$ cat src/rtl/alu_arith_arbiter_pkg.sv
// ---------------------------------------------------------------------------
// alu_arith_arbiter_pkg
// Shared definitions for the ALU blocks: op-select encodings, FSM state
// encodings, operand width and the packed request bundle.
// ---------------------------------------------------------------------------
package alu_arith_arbiter_pkg;

    localparam int DATA_W = 8;

    // Two-bit op select carried on REQn_S.
    typedef enum logic [1:0] {
        OP_ADD  = 2'b00,
        OP_SUB  = 2'b01,
        OP_INC  = 2'b10,
        OP_PASS = 2'b11
    } alu_op_e;

    // Handshake FSM: arbitrate in IDLE, hold one result in RESP.
    typedef enum logic {
        ST_IDLE = 1'b0,
        ST_RESP = 1'b1
    } alu_state_e;

    // One requester's operation as seen by the arithmetic datapath.
    typedef struct packed {
        logic [DATA_W-1:0] a;
        logic [DATA_W-1:0] b;
        alu_op_e           op;
    } alu_req_t;

endpackage

$ cat src/rtl/alu_arith_arbiter_rr_arbiter2.sv
// ---------------------------------------------------------------------------
// rr_arbiter2
// Two-way round-robin arbiter, purely combinational.
//   req   in  2  request pair, bit n = requester n
//   ptr   in  1  favoured requester when both request
//   grant out 2  one-hot grant (all zero when nobody requests)
// ---------------------------------------------------------------------------
module rr_arbiter2 (
    input  logic [1:0] req,
    input  logic       ptr,
    output logic [1:0] grant
);

    // NOTE: every signal written in always_comb gets a default first so no
    // path leaves it unassigned; otherwise a latch is inferred.
    always_comb begin
        grant = req;
        if (req == 2'b11) begin
            grant = ptr ? 2'b10 : 2'b01;
        end
    end

endmodule

$ cat src/rtl/alu_arith_arbiter.sv
// ---------------------------------------------------------------------------
// alu_arith_arbiter
// Two requesters share one 8-bit add/sub/inc/pass unit. A round-robin
// arbiter picks one request in IDLE, the result is registered and held in
// RESP until the owning requester consumes it.
//   CLK, RST                      clock, async active-high reset
//   REQn_VALID/READY              request handshake per requester
//   REQn_A, REQn_B, REQn_S        operands and op select
//   RSPn_VALID/READY              response handshake per requester
//   RSP_OUT, RSP_C_OUT,           shared result byte, carry (sum bit 8)
//   RSP_OVERFLOW                  and signed overflow
// ---------------------------------------------------------------------------
module alu_arith_arbiter
    import alu_arith_arbiter_pkg::*;
(
    input  logic       CLK,
    input  logic       RST,
    input  logic       REQ0_VALID,
    input  logic       REQ1_VALID,
    output logic       REQ0_READY,
    output logic       REQ1_READY,
    input  logic [7:0] REQ0_A,
    input  logic [7:0] REQ1_A,
    input  logic [7:0] REQ0_B,
    input  logic [7:0] REQ1_B,
    input  logic [1:0] REQ0_S,
    input  logic [1:0] REQ1_S,
    output logic       RSP0_VALID,
    output logic       RSP1_VALID,
    input  logic       RSP0_READY,
    input  logic       RSP1_READY,
    output logic [7:0] RSP_OUT,
    output logic       RSP_C_OUT,
    output logic       RSP_OVERFLOW
);

    alu_state_e        state;
    logic              ptr;
    logic [1:0]        rsp_valid;
    logic [DATA_W-1:0] rsp_out;
    logic              rsp_c_out;
    logic              rsp_overflow;

    logic [1:0]        grant;
    alu_req_t          sel;
    logic [DATA_W-1:0] summand;
    logic              cin;
    logic [DATA_W:0]   sum;
    logic              overflow;

    rr_arbiter2 u_arb (
        .req   ({REQ1_VALID, REQ0_VALID}),
        .ptr   (ptr),
        .grant (grant)
    );

    // Acceptance is only possible while idle; RESP blocks both requesters.
    assign REQ0_READY = (state == ST_IDLE) && grant[0];
    assign REQ1_READY = (state == ST_IDLE) && grant[1];

    // Operand mux follows the grant; with no grant the values are unused.
    always_comb begin
        if (grant[1]) begin
            sel = '{a: REQ1_A, b: REQ1_B, op: alu_op_e'(REQ1_S)};
        end else begin
            sel = '{a: REQ0_A, b: REQ0_B, op: alu_op_e'(REQ0_S)};
        end
    end

    // Every op is A + summand + cin so a single adder serves all four.
    always_comb begin
        summand = '0;
        cin     = 1'b0;
        unique case (sel.op)
            OP_ADD:  begin summand = sel.b;  cin = 1'b0; end
            OP_SUB:  begin summand = ~sel.b; cin = 1'b1; end
            OP_INC:  begin summand = '0;     cin = 1'b1; end
            OP_PASS: begin summand = '0;     cin = 1'b0; end
        endcase
        sum      = {1'b0, sel.a} + {1'b0, summand} + {{DATA_W{1'b0}}, cin};
        overflow = (sel.a[DATA_W-1] == summand[DATA_W-1]) &&
                   (sum[DATA_W-1] != sel.a[DATA_W-1]);
    end

    // NOTE: sequential state uses non-blocking assignments so every register
    // samples pre-edge values regardless of statement order.
    always_ff @(posedge CLK or posedge RST) begin
        if (RST) begin
            state        <= ST_IDLE;
            ptr          <= 1'b0;
            rsp_valid    <= 2'b00;
            rsp_out      <= '0;
            rsp_c_out    <= 1'b0;
            rsp_overflow <= 1'b0;
        end else begin
            unique case (state)
                ST_IDLE: begin
                    if (grant != 2'b00) begin
                        rsp_out      <= sum[DATA_W-1:0];
                        rsp_c_out    <= sum[DATA_W];
                        rsp_overflow <= overflow;
                        rsp_valid    <= grant;
                        // Favour whoever was not served this time.
                        ptr          <= grant[0];
                        state        <= ST_RESP;
                    end
                end
                ST_RESP: begin
                    // Only the owner's ready matters; rsp_valid masks the other.
                    if ((rsp_valid & {RSP1_READY, RSP0_READY}) != 2'b00) begin
                        rsp_valid <= 2'b00;
                        state     <= ST_IDLE;
                    end
                end
            endcase
        end
    end

    assign RSP0_VALID   = rsp_valid[0];
    assign RSP1_VALID   = rsp_valid[1];
    assign RSP_OUT      = rsp_out;
    assign RSP_C_OUT    = rsp_c_out;
    assign RSP_OVERFLOW = rsp_overflow;

endmodule

$ cat config.mk
export PLATFORM = sky130hd
export DESIGN_NAME = alu_arith_arbiter
export DESIGN_NICKNAME = d
export VERILOG_FILES = /design/src/rtl/alu_arith_arbiter_pkg.sv /design/src/rtl/alu_arith_arbiter_rr_arbiter2.sv /design/src/rtl/alu_arith_arbiter.sv
export SDC_FILE = /design/constraint.sdc
export NUM_CORES = 1
export LEC_CHECK = 0
export CORE_MARGIN = 3
export CORE_UTILIZATION = 42
export DETAILED_ROUTE_END_ITERATION = 16
export MAX_ROUTING_LAYER = met4
export PLACE_DENSITY = 0.82
export SYNTH_ARGS = -nofsm -noshare
export SYNTH_HDL_FRONTEND = slang
export SYNTH_SLANG_ARGS = --single-unit
$ cat constraint.sdc
create_clock -name CLK -period 3.8 [get_ports CLK]
set_clock_uncertainty 0.2 [all_clocks]
set_input_delay 1.14 -clock CLK [delete_from_list [all_inputs] [get_ports CLK]]
set_output_delay 1.14 -clock CLK [all_outputs]
set_load 0.02 [all_outputs]
==> impl_results.md, run 1 <==
* Status: finished, final reports clean
* First-pass iteration count of the detailed router at 4
* Kind of critical path: primary input to flop
* CP Capture Type: flop
* Grt ovf at 0
* Worst R2R Start: ptr
* Most used DFF post-synth: dfrtp_1
* Register area at 350 um2
* Fmax at 0.268 GHz
* Pwr Total at 1.21 mW
* Post-route minimum period at 3.73 ns
* Syn_area_per_cell at 9.07 um2
* FP Rows at 19
* PortBufs at 55
* Die Ht at 61.2 um
* Hold Fails Final Rpt at 0
* R2R Path End: RSP_OUT[7]
* Total Routing Usage GR at 0.212
* Die area at 3740 um2
* Drt wl/cell at 15.1 um
* Hold EP: RSP_OUT[0]
* Post-DR vias/cell at 5.29
* First-pass GRT wire length at 5830 um
* Pwr dens at 544 nW/um2
* Wire length after detailed routing at 3860 um
* Arr. time, crit path at 3.74 ns
* Die width at 61.2 um
* Diode count at 0
* Crit share post-route at 0.983
* DP Area at 2120 um2
* Final Non-Filler Cells at 256
* Async SR Flop Fraction at 1.00
* Nets at 279
* DP Cell Count at 249
* Max_cap viols at 0
* Clock latency on the worst-skew pair at 0.29 ns
* DRT iter0 DRCs at 44
* Synth warn at 0
* Post-route ant nets at 0
* VDD IR-drop max at 0.449 mV
* Gate Count Post-Synth at 141
* Post-synth top cells: 19 x nand2_1, 14 x dfrtp_1, 12 x mux2_2
* Seq/Total Area, Yosys at 0.274
* Max-slew headroom at 0.641
* Critical path fanouts, max at 4
* Final Cell Area at 2220 um2
* R2r setup slk at 0.65 ns
* Filler cells at 190
* Ports at 56
* Via count at 1354
* Initial antenna violation count at 0
* Multi-input gate area at 992 um2
* Yosys reg bits at 14
* Area delta synth->final at 74.0%
* CP startpoint kind: primary input
* Vias in the first global route at 1410
* GP Congestion at 0.841
* Slew Limit Fails at 0
* CTS Hold Bufs at 0
* Worst r2r path cells at 13
* Clock buffer depth at 2
* Share of layout cells above drive strength 1 at 0.333
* Netlist Area Pre-Place at 1280 um2
* Num CTS Buffers at 3
* H-tree depth at 1
* Worst-margin pin slew at 0.538 ns
* Hold Path Cell Cnt at 2
* EDFF count, synth at 0
* Final setup viols at 0
* Synth area leaders: dfrtp_1 27%, mux2_2 11%, ha_1 8.8%
* Clk Tree Root Cell: clkbuf_4
* Initial core utilization at 0.452
* Crit path required time at 3.81 ns
* Hold/Removal Path Class: flop to flop
* Reg clk slew, reported paths at 0.09 ns
* Residual DRC at 0
* Largest net degree at the start of global routing at 25
* Post-DP HPWL at 3120 um
* Lkg Pwr at 1.02 nW
* Final Util at 0.786
* CTS tree: built
* Core Region at 2830 um2
* Yosys top cell area share at 0.274
* Cell variety after synth at 39
* Synth area leader: dfrtp_1
* Most frequent cell after synthesis: nand2_1
* Hold wc startpoint: RSP_OUT[0]
* Mapped Nets at 194
* Clk sinks at 14
[report_power, final]
group	leakage, nW	internal (mW)	switching, mW
registers	0.172	0.222	0.0562
clock network	0.0210	0.0584	0.0514
logic	0.830	0.432	0.390
total	1.02	0.712	0.498
[stage by stage]
step | setup TNS [ns] | worst slack [ns] | hold WS (ns)
6_report | 0 | 0.0655 | 0.288
5_1_grt | -0.0694 | -0.0664 | 0.336
4_1_cts | 0 | 0.00722 | 0.293
3_5_place_dp | -4.83 | -0.642 | 0.273
3_3_place_gp | -4.09 | -0.533 | 0.266
2_1_floorplan | -0.945 | -0.193 | 0.363
[worst max-delay path, cell delays in order]
cell and delay, ns:
clkdlybuf4s50_1 0.44, mux2_4 0.30, ha_4 0.16, nor2b_4 0.13
buf_4 0.14, mux2_2 0.28, ha_4 0.22, or2_2 0.30
a21oi_2 0.16, a211oi_2 0.08, o21a_1 0.19, o31ai_2 0.20
[cell families after synthesis]
family / count (synthesis) / synth area share
AOI/OAI and AO/OA: 31 / 0.154
xor gates and xnor gates: 3 / 0.0206
adders and majority gates: 11 / 0.119
buffers and inverters: 14 / 0.0479
DFF: 14 / 0.274
muxes: 26 / 0.218
and+or+nand+nor: 42 / 0.166
[state kept, by name, summed over array words and instances (netlist names)]
| signal | flops |
|---|---|
| RSP_OUT | 8 |
| ptr | 1 |
| RSP_OVERFLOW | 1 |
| rsp_valid | 2 |
| state | 1 |
| RSP_C_OUT | 1 |
[placed cells by master (no fill, tap or decap), types with 2 or more instances in the layout]
cell	instances
dfrtp_1	14
nor3_1	4
nand4_1	2
clkbuf_4	3
nor2b_4	3
mux2_2	11
mux2i_1	10
ha_4	3
o211ai_1	2
xnor2_1	2
o21ai_1	3
dlymetal6s2s_1	3
nand3b_1	2
a21oi_2	4
mux2_4	2
buf_4	28
o21a_1	3
inv_1	6
fa_2	2
mux2_1	2
inv_2	4
nor2_1	3
nand2_1	19
o21ai_0	6
o31ai_1	2
clkdlybuf4s50_1	50
nor3_2	2
a21oi_1	2
ha_1	6
[worst max-delay path by stage]
| stage | from | endpoint | slack, ns | cells past startpoint |
|---|---|---|---|---|
| final | REQ1_S[0] | RSP_OUT[7] | 0.07 | 12 |
| after global routing | REQ0_VALID | RSP_OUT[7] | -0.07 | 16 |
| after CTS | REQ0_VALID | RSP_OUT[6] | 0.007 | 15 |
| after detailed placement | REQ0_VALID | RSP_C_OUT | -0.64 | 15 |
| after global placement | REQ0_VALID | RSP_OUT[6] | -0.53 | 15 |
| after floorplan | REQ0_VALID | RSP_C_OUT | -0.19 | 17 |
[cell type report]
class,count,share of cell area
clock buffer,4,0.0163
inverter,10,0.0169
multi-input combinational,113,0.446
sequential,14,0.157
tap,31,0.0174
timing repair buffer,84,0.346
[per-layer routing]
metal | vias up | global-route usage | wire length, um
met1 | 626 | 0.227 | 1470
met2 | 42 | 0.390 | 2130
li1 | 676 | - | -
met3 | 10 | 0.0461 | 196
met4 | 0 | 0.0588 | 68
met5 | - | - | 0
[repair_timing]
action / CTS / global route
endpoints found under the setup margin: 10 / 7
pin swaps: 11 / 9
resized for setup: 9 / 12
buffers inserted: 1 / 2
Power figures use the tool's default switching activity.
==> inputs of run 2 (changes only) <==
--- a/config.mk
+++ b/config.mk
@@ -10,6 +10,7 @@
 export DETAILED_ROUTE_END_ITERATION = 16
 export MAX_ROUTING_LAYER = met4
 export PLACE_DENSITY = 0.82
+export SLEW_MARGIN = 40
 export SYNTH_ARGS = -nofsm -noshare
 export SYNTH_HDL_FRONTEND = slang
 export SYNTH_SLANG_ARGS = --single-unit
==> constraint.sdc (replaced) <==
create_clock -name CLK -period 4.2 [get_ports CLK]
set_clock_uncertainty 0.2 [all_clocks]
set_input_delay 1.26 -clock CLK [delete_from_list [all_inputs] [get_ports CLK]]
set_output_delay 1.26 -clock CLK [all_outputs]
set_load 0.02 [all_outputs]
==> run 2 against run 1 <==
Wire length decreased by 5.7%. Sequential share of layout area increased by 0.81 points. Via count decreased by 2.1%. Die area unchanged. Flip-flop and latch count unchanged. Cell count decreased by 2.7%. Cell area decreased by 4.9%. Sequential power decreased by 10%.
==> impl_results.md, run 2 (synthesis results as in run 1) <==
* Area delta synth->final at 65.5%
* CP Capture Type: flop
* VDD IR-drop max at 0.372 mV (-17%)
* CTS Hold Bufs at 0 (unchanged)
* Drt wl/cell at 14.6 um (-3.0%)
* PortBufs at 55 (unchanged)
* Most frequent cells in the layout: 52 x clkdlybuf4s50_1, 22 x buf_4, 19 x nand2_1, 14 x dfrtp_1, 11 x mux2_2
* Residual DRC at 0 (unchanged)
* Most common cell after layout, fill and taps aside: clkdlybuf4s50_1
* Grt ovf at 0 (unchanged)
* GP Congestion at 0.842 (about the same)
* Fmax at 0.248 GHz
* Kind of critical path: primary input to flop
* Crit path required time at 4.16 ns (+0.35 ns)
* Gate power share at 0.684 (+0.004)
* CTS tree: built
* DRT iter0 DRCs at 43 (-2.3%)
* H-tree depth at 1 (unchanged)
* Post-route minimum period at 4.04 ns
* Largest register FFs at 8 (unchanged)
* Pwr dens at 479 nW/um2 (-12%)
* Die Ht at 61.2 um (unchanged)
* Clock power share at 0.070 (-0.021)
* Pwr Total at 1.01 mW (-16%)
* Worst-margin pin slew at 0.515 ns (-0.0227 ns)
* Nets at 273 (-2.2%)
* Hold Fails Final Rpt at 0 (unchanged)
* FP Rows at 19 (unchanged)
* Reg clk slew, reported paths at 0.07 ns (-0.02 ns)
* Clock buffer depth at 2 (unchanged)
* Die area at 3740 um2 (unchanged)
* Status: finished, final reports clean
* Crit share post-route at 0.961
* Arr. time, crit path at 4.00 ns (+0.26 ns)
* Diode count at 0 (unchanged)
* Ports at 56 (unchanged)
* Num CTS Buffers at 3 (unchanged)
* Slew Limit Fails at 0 (unchanged)
* Core Region at 2830 um2 (unchanged)
* Clock latency on the worst-skew pair at 0.27 ns (-0.02 ns)
* Switch share at 0.413 (+0.00181)
* Setup TNS at 0 ns (unchanged)
* Clk Tree Root Cell: clkbuf_4
* Hold/Removal Path Class: flop to flop
* Share of layout cells above drive strength 1 at 0.266 (-0.0673)
* Psw at 0.419 mW (-16%)
* Final setup viols at 0 (unchanged)
* Initial core utilization at 0.452 (unchanged)
* Hold slack at 0.282 ns (-0.00680 ns)
* Max_cap viols at 0 (unchanged)
* First-pass iteration count of the detailed router at 4 (unchanged)
* Largest net degree at the start of global routing at 22 (-12%)
* RSZ-0062 raised after global routing: no
* Wire length after detailed routing at 3650 um (-5.7%)
* First-pass GRT wire length at 5680 um (-2.6%)
* Lkg Pwr at 0.961 nW (-6.0%)
* Sequential share of power at 0.246 (+0.016)
* Via count at 1325 (-2.1%)
* Post-DR vias/cell at 5.32 (+0.61%)
* Total Routing Usage GR at 0.207 (-0.00544)
* P_int at 0.594 mW (-17%)
* Post-DP HPWL at 2990 um (-4.0%)
* Critical path fanouts, max at 6 (+2)
* Max-slew headroom at 0.656 (+0.0151)
* CP startpoint kind: primary input
* DP Area at 2030 um2 (-4.2%)
* Clk sinks at 14 (unchanged)
* Vias in the first global route at 1381 (-2.1%)
* Initial antenna violation count at 0 (unchanged)
* Final Cell Area at 2120 um2 (-4.9%)
* Die width at 61.2 um (unchanged)
* Post-route ant nets at 0 (unchanged)
run 2: final timing paths:
path / start / slack [ns] / cells past startpoint / to
max in group asynchronous: RST / 2.32 / 2 / rsp_valid[1]
worst min register to register: RSP_OUT[5] / 0.28 / 2 / RSP_OUT[5]
min in group asynchronous: RST / 1.14 / 2 / RSP_OUT[6]
worst max register to register: ptr / 0.99 / 14 / RSP_C_OUT
worst min-delay path: RSP_OUT[5] / 0.28 / 2 / RSP_OUT[5]
worst max-delay path: REQ0_VALID / 0.16 / 15 / RSP_C_OUT
run 2: stage by stage:
stage                     utilization  cells  setup WS (ns)
after detailed placement        0.719    244         -0.481
final                           0.748    249          0.164
after floorplan                     -    141         0.0177
after CTS                       0.739    248         0.0227
after global placement          0.719    244         -0.378
after global routing            0.748    249        0.00377
run 2: final cells by class:
| cell class | instances | area (um2) |
|---|---|---|
| multi-input combinational | 113 | 940 |
| timing repair buffer | 78 | 727 |
| fill | 198 | 713 |
| sequential | 14 | 350 |
| tap | 31 | 38.8 |
| inverter | 10 | 37.5 |
| clock buffer | 3 | 22.5 |
run 2: layer usage:
metal | vias to the layer above | GRT usage | routed length [um] | share of wire
met5 | - | - | 0 | 0
met4 | 0 | 0.0526 | 89 | 0.024
met3 | 8 | 0.0482 | 161 | 0.044
met2 | 38 | 0.391 | 2030 | 0.56
met1 | 615 | 0.211 | 1370 | 0.38
li1 | 664 | - | - | -
run 2: power groups by stage:
stage,logic [mW],registers [mW],clock network (mW)
floorplan,0.327,0.310,0
global placement,0.650,0.246,0
detailed placement,0.669,0.250,0
CTS,0.685,0.249,0.0741
global route,0.754,0.261,0.0813
finish,0.693,0.249,0.0707
run 2: what timing repair did:
| item | CTS | global route |
|---|---|---|
| buffers inserted | 1 | 1 |
| pin swaps | 6 | 7 |
| setup endpoints to repair | 8 | 8 |
| gates resized for setup | 9 | 6 |
| cloned | 0 | 0 |
run 2: worst max-delay path, stage by stage:
cell and delay [ns]:
dlygate4sd2_1 0.25, nor2b_2 0.17, nor2_4 0.13, mux2_4 0.31
ha_1 0.19, nor2b_4 0.14, mux2i_2 0.17, fa_2 0.25
inv_1 0.06, fa_2 0.36, a21oi_2 0.16, o211ai_1 0.13
a21oi_2 0.18, o21ai_1 0.07, and3_1 0.16
==> inputs of run 3 (changes only) <==
--- a/config.mk
+++ b/config.mk
@@ -5,8 +5,9 @@
 export SDC_FILE = /design/constraint.sdc
 export NUM_CORES = 1
 export LEC_CHECK = 0
+export ABC_AREA = 1
 export CORE_MARGIN = 3
-export CORE_UTILIZATION = 42
+export CORE_UTILIZATION = 43
 export DETAILED_ROUTE_END_ITERATION = 16
 export MAX_ROUTING_LAYER = met4
 export PLACE_DENSITY = 0.82
==> run 3 against run 2 <==
Hold slack better by 0.0042 ns. Cell area fell by 3.7%. Clock power grew 36%. Wire length fell by 15%. Sequential power decreased by 6%. Clock-buffer cell count rose by 1. Fmax shrank 1.1%. Utilization shrank 4.5 points. First-iteration DRC count increased by 16%. Non-clock buffer count shrank 17.
==> impl_results.md, run 3 <==
* Largest net degree at the start of global routing at 21 (-4.5%)
* GR Util met2 at 0.281 (-0.110)
* Async SR Flop Fraction at 1.00 (unchanged)
* EDFF count, synth at 0 (unchanged)
* Synth area leaders: dfrtp_1 26%, nand2_1 18%, inv_1 11%
* Kind of critical path: primary input to primary output
* Die width at 62.5 um (+2.2%)
* Nets at 313 (+15%)
* GP Congestion at 0.878 (+4.3%)
* Clk Tree Root Cell: clkbuf_4
* Hold/Removal Path Class: flop to flop
* Most common cell after layout, fill and taps aside: nand2_1
* Post-DR vias/cell at 4.60 (-13%)
* Yosys reg bits at 14 (unchanged)
* Yosys top cell area share at 0.255 (-0.0187)
* Clock buffer depth at 2 (unchanged)
* Most used DFF post-synth: dfrtp_1
* Gate Count Post-Synth at 197 (+40%)
* Worst-margin pin slew at 0.530 ns (+0.0145 ns)
* Wire length after detailed routing at 3090 um (-15%)
* Hold Fails Final Rpt at 0 (unchanged)
* Syn_area_per_cell at 6.97 um2 (-23%)
* Initial core utilization at 0.473 (+0.0212)
* First-pass iteration count of the detailed router at 4 (unchanged)
* Synth warn at 0 (unchanged)
* VDD IR-drop max at 0.196 mV (-47%)
* Crit path required time at 2.74 ns (-1.42 ns)
* Final Cell Area at 2040 um2 (-3.7%)
* CTS Hold Bufs at 0 (unchanged)
* Core Region at 2900 um2 (+2.5%)
* Share of layout cells above drive strength 1 at 0.124 (-0.143)
* Synth area leader: dfrtp_1
* Hold slack at 0.286 ns (+0.00420 ns)
* Die Ht at 62.5 um (+2.2%)
* Largest register FFs at 8 (unchanged)
* Ports at 56 (unchanged)
* Netlist Area Pre-Place at 1370 um2 (+7.3%)
* Worst setup margin at 0.120 ns (-0.0442 ns)
* Post-route ant nets at 0 (unchanged)
* Mapped Nets at 250 (+29%)
* FP Rows at 19 (unchanged)
* Total Routing Usage GR at 0.164 (-0.0425)
* Crit share post-route at 0.971 (+0.0105)
* GR met3 Demand/Resource at 0.0234 (-0.0248)
* Fmax at 0.245 GHz (-1.1%)
* Max-slew headroom at 0.646 (-0.00967)
* Drt wl/cell at 10.3 um (-30%)
* Pwr dens at 491 nW/um2 (+2.6%)
* DP Worst Slack at -0.00784 ns (+0.473 ns)
* Post-synth top cells: 66 x nand2_1, 39 x inv_1, 14 x dfrtp_1, 14 x nand3_1, 13 x o21ai_0
* Grt ovf at 0 (unchanged)
* Seq/Total Area, Yosys at 0.255 (-0.0187)
* PortBufs at 55 (unchanged)
* Arr. time, crit path at 2.62 ns (-1.38 ns)
* Post-route minimum period at 4.08 ns (+0.0442 ns)
* Reg clk slew, reported paths at 0.08 ns (about the same)
* Slew Limit Fails at 0 (unchanged)
* H-tree depth at 1 (unchanged)
* CP startpoint kind: primary input
* CP Capture Type: primary output
* DRT iter0 DRCs at 50 (+16%)
* Most frequent cell after synthesis: nand2_1
* Most frequent cells in the layout: 66 x nand2_1, 54 x clkdlybuf4s50_1, 39 x inv_1, 14 x dfrtp_1, 14 x nand3_1
* Die area at 3910 um2 (+4.4%)
* Max_cap viols at 0 (unchanged)
* CTS tree: built
* First-pass GRT wire length at 5200 um (-8.4%)
* Diode count at 0 (unchanged)
* Via count at 1386 (+4.6%)
* Initial antenna violation count at 0 (unchanged)
* Num CTS Buffers at 3 (unchanged)
* Pwr Total at 1.00 mW (-1.2%)
* Final setup viols at 0 (unchanged)
* Clk sinks at 14 (unchanged)
* Post-DP HPWL at 2620 um (-12%)
* DP Area at 1990 um2 (-2.3%)
* Vias in the first global route at 1308 (-5.3%)
* GR Util met1 at 0.198 (-0.0132)
* Area delta synth->final at 48.5%
* Lkg Pwr at 1.10 nW (+14%)
* Clock latency on the worst-skew pair at 0.28 ns (about the same)
* Critical path fanouts, max at 3 (-3)
* Residual DRC at 0 (unchanged)
* Cell variety after synth at 22 (-44%)
* Gr busiest metal: met2
* Status: finished, final reports clean
* Filler cells at 251 (+27%)
## run 3: cell type report
class	instances	area, um2	area share
flip-flops and latches	14	350	0.172
repair buffers	61	598	0.293
well taps	42	52.6	0.0258
multi-input cells	141	855	0.419
clock buffers	4	36.3	0.0178
inverters	39	146	0.0718
## run 3: worst paths after layout
kind | end | depth (start not counted) | start | slack, ns
max | REQ0_READY | 5 | REQ1_VALID | 0.12
min | RSP_OUT[6] | 2 | RSP_OUT[6] | 0.29
max reg2reg | RSP_OVERFLOW | 21 | ptr | 1.36
min reg2reg | RSP_OUT[6] | 2 | RSP_OUT[6] | 0.29
max in group asynchronous | RSP_OUT[7] | 2 | RST | 2.33
min in group asynchronous | RSP_OVERFLOW | 2 | RST | 1.12
## run 3: worst max-delay path, cell delays in order
cell	delay, ns
clkdlybuf4s50_1	0.49
nand2_1	0.10
nand3_1	0.11
inv_1	0.07
clkdlybuf4s50_1	0.59
## run 3: logic make-up after synthesis
| group | Yosys count | synth area share |
|---|---|---|
| buffers and inverters | 42 | 0.131 |
| adder cells (fa/ha/maj) | 11 | 0.111 |
| AO/OA/AOI/OAI | 29 | 0.135 |
| XOR/XNOR | 2 | 0.0128 |
| flip-flops | 14 | 0.255 |
| AND/OR/NAND/NOR | 91 | 0.274 |
| multiplexers | 8 | 0.0802 |
## run 3: stage by stage
stage          instances   util  setup TNS, ns
6_report             301  0.703              0
5_1_grt              301  0.703        -0.0236
4_1_cts              301  0.698              0
3_5_place_dp         297  0.685        -0.0153
3_3_place_gp         297  0.685              0
2_1_floorplan        197      -              0
## run 3: routing by layer
| layer | up-vias | routed length (um) |
|---|---|---|
| li1 | 744 | - |
| met4 | 0 | 34 |
| met2 | 56 | 1420 |
| met3 | 5 | 184 |
| met1 | 581 | 1450 |
| met5 | - | 0 |
## run 3: repair_timing
item	4_1_cts	5_1_grt
gates resized for setup	0	5
endpoints found under the setup margin	0	3
hold endpoints to repair	0	0
buffers inserted	0	0
## run 3: power breakdown
group          internal (mW)  switching (mW)  total, mW
registers              0.200          0.0350      0.235
clock network         0.0527          0.0434     0.0961
logic                  0.307           0.363      0.670
